## src/rtl/pipe_adder_pkg.sv

```systemverilog
// -----------------------------------------------------------------------------
// pipe_adder_pkg
// Shared types and helpers for the pipelined adder.
//   adder_type_e : carry-in mode selector (ADD_HALF ignores in_cin,
//                  ADD_FULL adds in_cin at bit 0)
//   slice_w()    : width of the operand slice handled by one pipeline stage
// -----------------------------------------------------------------------------
package pipe_adder_pkg;

  typedef enum logic {
    ADD_HALF = 1'b0,
    ADD_FULL = 1'b1
  } adder_type_e;

  // A zero stage count is rejected at elaboration by the top level; returning
  // 0 here keeps the constant evaluation itself free of a divide by zero.
  function automatic int slice_w(input int width, input int stages);
    return (stages > 0) ? (width / stages) : 0;
  endfunction

endpackage

```

## src/rtl/pipe_adder_stage.sv

```systemverilog
// -----------------------------------------------------------------------------
// pipe_adder_stage
// One slice of the pipelined adder: adds an SW-bit slice of A and B plus the
// incoming carry and registers {carry, sum_slice} together with a valid bit.
// The whole stage holds while en is low (downstream stall).
//
// Ports
//   clk, rst_n : clock, asynchronous active-low reset (valid bit only)
//   en         : advance enable, low while the pipe is stalled
//   vld_in     : valid of the beat presented to this stage
//   a, b       : operand slices
//   cin        : carry from the previous stage (or the adder carry-in)
//   vld_out    : registered valid
//   sum        : registered slice sum
//   cout       : registered slice carry-out
// -----------------------------------------------------------------------------
module pipe_adder_stage
  import pipe_adder_pkg::*;
#(
  parameter int SW = 8
) (
  input  logic          clk,
  input  logic          rst_n,
  input  logic          en,
  input  logic          vld_in,
  input  logic [SW-1:0] a,
  input  logic [SW-1:0] b,
  input  logic          cin,
  output logic          vld_out,
  output logic [SW-1:0] sum,
  output logic          cout
);

  logic [SW:0] total;
  logic [SW:0] res_p0;
  logic        vld_p0;

  assign total = {1'b0, a} + {1'b0, b} + (SW + 1)'(cin);

  // ---- stage register ----
  always_ff @(posedge clk or negedge rst_n) begin
    if (!rst_n) begin
      vld_p0 <= 1'b0;
    end else if (en) begin
      vld_p0 <= vld_in;
    end
  end

  // Data is not reset: a bubble may carry a stale value, which is harmless
  // because every consumer qualifies it with the valid bit.
  always_ff @(posedge clk) begin
    if (en) begin
      res_p0 <= total;
    end
  end

  assign vld_out     = vld_p0;
  assign {cout, sum} = res_p0;

endmodule

```

## src/rtl/pipe_adder.sv

```systemverilog
// -----------------------------------------------------------------------------
// pipe_adder
// Pipelined two-operand unsigned adder with a valid/ready stream interface.
// The operands are cut into STAGES slices of SW = WIDTH/STAGES bits; stage k
// adds slice k and forwards its carry to stage k+1. Operands travel down the
// pipe so later stages find their slice, and finished lower sum slices travel
// alongside in skew registers until the last stage completes the word.
//
// Parameters
//   WIDTH      : operand / sum width, multiple of STAGES
//   STAGES     : pipeline depth, 1..WIDTH (latency in cycles)
//   ADDER_TYPE : 0 = half mode (in_cin ignored), 1 = full mode
//
// Ports
//   clk, rst_n          : clock, asynchronous active-low reset
//   in_valid / in_ready : input handshake; in_ready = !(out_valid && !out_ready)
//   in_a, in_b, in_cin  : operands and carry-in
//   out_valid/out_ready : output handshake
//   out_sum, out_cout   : (in_a + in_b + cin) mod 2^WIDTH and its carry-out
//   out_ovf             : signed overflow, only when PIPE_ADDER_OVF_EN is
//                         defined
//
// Outputs are forced to zero whenever out_valid is low, which also gives the
// all-zero output state during reset without resetting the data registers.
// -----------------------------------------------------------------------------
module pipe_adder
  import pipe_adder_pkg::*;
#(
  parameter int WIDTH      = 32,
  parameter int STAGES     = 4,
  parameter int ADDER_TYPE = 1
) (
  input  logic             clk,
  input  logic             rst_n,
  input  logic             in_valid,
  output logic             in_ready,
  input  logic [WIDTH-1:0] in_a,
  input  logic [WIDTH-1:0] in_b,
  input  logic             in_cin,
  output logic             out_valid,
  input  logic             out_ready,
  output logic [WIDTH-1:0] out_sum,
  output logic             out_cout
`ifdef PIPE_ADDER_OVF_EN
  ,
  output logic             out_ovf
`endif
);

  localparam int SW   = slice_w(WIDTH, STAGES);
  localparam int LAST = (STAGES > 0) ? STAGES - 1 : 0;

  if (STAGES < 1 || STAGES > WIDTH) begin : g_bad_stages
    $fatal(1, "pipe_adder: STAGES=%0d must be in 1..WIDTH (%0d)", STAGES, WIDTH);
  end else if ((WIDTH % STAGES) != 0) begin : g_bad_width
    $fatal(1, "pipe_adder: WIDTH=%0d is not a multiple of STAGES=%0d", WIDTH, STAGES);
  end
  if (ADDER_TYPE < 0 || ADDER_TYPE > 1) begin : g_bad_type
    $fatal(1, "pipe_adder: ADDER_TYPE=%0d must be 0 or 1", ADDER_TYPE);
  end

  logic stall;
  logic en;
  logic cin0;

  // Per-stage signals; index k is the register set after stage k.
  logic             vld_src [STAGES];
  logic             cin_src [STAGES];
  logic [WIDTH-1:0] a_src   [STAGES];
  logic [WIDTH-1:0] b_src   [STAGES];
  logic [WIDTH-1:0] lo_src  [STAGES];
  logic [WIDTH-1:0] a_p     [STAGES];
  logic [WIDTH-1:0] b_p     [STAGES];
  logic [WIDTH-1:0] lo_p    [STAGES];
  logic [WIDTH-1:0] acc     [STAGES];
  logic             vld     [STAGES];
  logic             carry   [STAGES];
  logic [SW-1:0]    ssum    [STAGES];

  // Handshake: everything advances unless a finished beat is waiting.
  assign stall    = out_valid & ~out_ready;
  assign en       = ~stall;
  assign in_ready = ~stall;

  case (ADDER_TYPE)
    int'(ADD_FULL): begin : g_full
      assign cin0 = in_cin;
    end
    default: begin : g_half
      logic cin_unused;
      assign cin0       = 1'b0;
      assign cin_unused = in_cin;
    end
  endcase

  for (genvar k = 0; k < STAGES; k++) begin : g_stage
    if (k == 0) begin : g_head
      assign vld_src[k] = in_valid;
      assign cin_src[k] = cin0;
      assign a_src[k]   = in_a;
      assign b_src[k]   = in_b;
      assign lo_src[k]  = '0;
    end else begin : g_body
      assign vld_src[k] = vld[k-1];
      assign cin_src[k] = carry[k-1];
      assign a_src[k]   = a_p[k-1];
      assign b_src[k]   = b_p[k-1];
      assign lo_src[k]  = acc[k-1];
    end

    pipe_adder_stage #(
      .SW (SW)
    ) u_stage (
      .clk     (clk),
      .rst_n   (rst_n),
      .en      (en),
      .vld_in  (vld_src[k]),
      .a       (a_src[k][k*SW +: SW]),
      .b       (b_src[k][k*SW +: SW]),
      .cin     (cin_src[k]),
      .vld_out (vld[k]),
      .sum     (ssum[k]),
      .cout    (carry[k])
    );

    // ---- stage k skew registers: operands and finished lower slices ----
    always_ff @(posedge clk) begin
      if (en) begin
        a_p[k]  <= a_src[k];
        b_p[k]  <= b_src[k];
        lo_p[k] <= lo_src[k];
      end
    end

    // Partial sum after stage k: skewed lower slices with slice k dropped in.
    localparam logic [WIDTH-1:0] SLICE_MASK = WIDTH'({SW{1'b1}}) << (k * SW);
    assign acc[k] = (lo_p[k] & ~SLICE_MASK) | (WIDTH'(ssum[k]) << (k * SW));
  end

  assign out_valid = vld[LAST];
  assign out_sum   = out_valid ? acc[LAST] : '0;
  assign out_cout  = out_valid & carry[LAST];

`ifdef PIPE_ADDER_OVF_EN
  // Operand MSBs of the beat in the last stage sit in its operand registers.
  assign out_ovf = out_valid
                 & (a_p[LAST][WIDTH-1] == b_p[LAST][WIDTH-1])
                 & (acc[LAST][WIDTH-1] != a_p[LAST][WIDTH-1]);
`endif

endmodule
```

## config.mk

```make
export PLATFORM = sky130hd
export DESIGN_NAME = pipe_adder
export DESIGN_NICKNAME = d
export VERILOG_FILES = /design/src/rtl/pipe_adder_pkg.sv /design/src/rtl/pipe_adder_stage.sv /design/src/rtl/pipe_adder.sv
export SDC_FILE = /design/constraint.sdc
export NUM_CORES = 1
export LEC_CHECK = 0
export ABC_AREA = 1
export CORE_UTILIZATION = 45
export CTS_BUF_LIST = sky130_fd_sc_hd__clkbuf_8
export DETAILED_ROUTE_END_ITERATION = 12
export GPL_TIMING_DRIVEN = 0
export PLACE_DENSITY = 0.7
export SLEW_MARGIN = 20
export SYNTH_ARGS = -nofsm -noshare
export SYNTH_HDL_FRONTEND = slang
export SYNTH_SLANG_ARGS = --single-unit
export TNS_END_PERCENT = 50
```

## constraint.sdc

```tcl
create_clock -name clk -period 4.14 [get_ports clk]
set_clock_uncertainty 0.1 [all_clocks]
set_input_delay 1.035 -clock clk [delete_from_list [all_inputs] [get_ports clk]]
set_output_delay 1.035 -clock clk [all_outputs]
set_load 0.02 [all_outputs]
```

==> run metrics, run 1 <==
ANT cells=0; post-synthesis adder-cell area fraction=0.0698; Worst-path clk slew=100 ps; I/O Buffers=just over 100; RSZ-0062 raised after global routing=no; routed via count=3,838; sequence of cells on the critical path=clkdlybuf4s50_1, inv_1, nand2_8, clkdlybuf4s50_1; cts-stage hold buffer count=0; Clk Latency, worst-skew pair=450 ps; Die X=129 um; vias in the first global route=3,690; fin cells=around 860; post-synthesis xor/xnor area fraction=0.0144; vias per cell=4.49; Routed Antenna Nets=0; Hold Path Stages=0; Worst EP required=3000 ps; largest net degree at the start of global routing=104; Fin. Hold Viols=0; most common cell after layout, fill and taps aside=edfxtp_1; PostCTS Resize Cnt=0; WS Path Type=in -> out; Clock Path Buffers=2; wire per inst=12.3 um; Worst setup SP type=primary input; dpl hpwl=7380 um; Achievable Freq=0.258 GHz; Syn. warnings=0; commonest cells after routing, fill and taps aside=edfxtp_1 (180), nand2_1 (133), clkdlybuf4s50_1 (103); reg2reg path depth=8; met3 GRT Util=0.0438; DRC errors left=0; layout cells sized above 1=0.0845; Post-Route WL=approximately 10,000 um; Synth top area share=0.739; most frequent CP cell=clkdlybuf4s50_1; die area=approximately 17,000 sq um; min-delay src=g_stage[0].u_stage.res_p0[4]; max-slew violations=0; CTS tree=built; crit path capture type=output port; Yosys reg bits=184; largest vdd supply drop=between 200 and 300 uV; GR met1 Demand/Resource=0.146; post-synthesis sequential area ratio=0.753; R2R Path End=g_stage[2].u_stage.res_p0[8]; fin crit period=between 3000 and 4000 ps; initial core utilization=0.460; DP Cell Count=824; GRT Max-Usage Layer=met2; Lkg Pwr=3.79 nW; relative slew slack=0.592; cell area after synthesis=7310 sq um; final setup vio count=0; DRT Pass-1 Iters=5; Max FO, Critical Path=84; Root Driver=clkbuf_8; worst slew pin tran=611 ps; Yosys top cell by area=edfxtp_1; status=completed; Syn Nets=609; initial antenna violation count=0; number of setup buffers added after CTS=0; DIE HEIGHT=between 100 and 150 um; hold endpoint=lo_p[1][4]; Simple-Gate Fraction of Synth Area=0.109; Filler cells=1,286; area delta synth->final=24.0%; Synth Area in Compound Gates=0.00890; CP Data Arrival Time=between 2000 and 3000 ps; row cnt=46; Post-layout nets=732; Cell Pwr Density=693 nW/um^2; max_cap viols=0; CTS Buf Count=17; Starting DRT DRC Count=316; Overflow after GRT=0; Hold WC Path Type=reg -> reg; routing usage on met2=0.237; syn_area_per_cell=14.5 sq um; # H-tree levels=4; core area=15,900 sq um; IO Pins=around 100; FF-to-FF setup slack=2000 ps; main combinational cell family by area after synthesis=simple AND/OR/NAND/NOR gates; CP Launch Point=out_ready; reg-to-reg startpoint=a_p[1][16]; global-route wire length before repair=roughly 17,000 um; top cells by area, synth=edfxtp_1 (74%), nand2_1 (6.8%), ha_1 (4.8%), inv_1 (3.7%), fa_1 (2.2%); PnR worst setup slack=roughly 260 ps; Yosys cell types=22; Critical-path top delay cell=clkdlybuf4s50_1; post-synthesis mux area share=0.00411; CP peak stage delay=720 ps; total track usage=0.133; worst slack, placed=221 ps; Synth Instances=504; fin crit share=0.937; Placer Congestion=0.782; CTS sink count=184
flip-flops by register name, indices dropped and copies added (netlist names):
name                     cells
a_p                         48
b_p                         48
g_stage.u_stage.res_p0      36
g_stage.u_stage.vld_out      4
lo_p                        48
logic make-up after synthesis:
kind of cell               after synthesis
DFF                                    184
and+or+nand+nor                        180
buffers and inverters                   77
adders and majority gates               36
AOI/OAI and AO/OA                       13
xor gates and xnor gates                12
muxes                                    2
synth_stat cells, drive strengths merged:
| library cell | count |
|---|---|
| a21oi | 12 |
| buf | 4 |
| dfrtp | 4 |
| edfxtp | 180 |
| fa | 8 |
| ha | 28 |
| inv | 73 |
| mux2 | 2 |
| nand2 | 136 |
| nand3 | 17 |
| nand3b | 7 |
| nor2 | 12 |
| o21ai | 1 |
| or2 | 8 |
| xnor2 | 9 |
| xor2 | 3 |
how the worst max path moves through the flow:
| stage | slack [ps] | endpoint |
|---|---|---|
| finish | 260 | in_ready |
| global route | 140 | in_ready |
| detailed placement | 220 | in_ready |
| floorplan | 630 | in_ready |
| global placement | -1060 | in_ready |
| CTS | 220 | in_ready |
stage by stage:
stage	setup TNS (ps)	utilization	cell area, sq um	power, mW	hold WS, ps
after CTS	0	0.571	9060	6.38	313
after detailed placement	0	0.545	8650	5.15	305
after global routing	0	0.571	9060	6.69	315
after floorplan	0	-	7310	4.38	300
final	0	0.571	9060	6.29	309
after global placement	-1060	0.542	8610	5.06	301
layout make-up:
cell class | instances | area (sq um) | share of cell area
sequential | 184 | 5510 | 0.607
multi-input combinational | 243 | 1520 | 0.168
timing repair buffer | 104 | 1060 | 0.117
buffer | 4 | 22.5 | 0.00248
inverter | 73 | 274 | 0.0302
clock buffer | 17 | 234 | 0.0258
clock inverter | 14 | 180 | 0.0199
tap | 216 | 270 | 0.0298
critical path: cells and delay by family:
kind | cells | cell delay (ps)
buf+inv | 3 | 1250
simple gates | 1 | 450
layer usage:
layer  vias to the layer above  part of all wire
li1                       1958                 -
met1                      1792              0.41
met2                        76              0.54
met3                        12             0.039
met4                         0             0.016
met5                         -                 0
where the power goes:
part	internal, mW	switching, mW
sequential	2.94	0.184
clock	0.562	0.662
combinational	0.813	1.12
total	4.32	1.97
(Power assumes the default switching activity.)
==> run 2, diff against run 1 <==
CAP_MARGIN = 10   (was default)
==> results of run 2 <==
The final DEF is identical to that of run 1; final timing and power are the same.
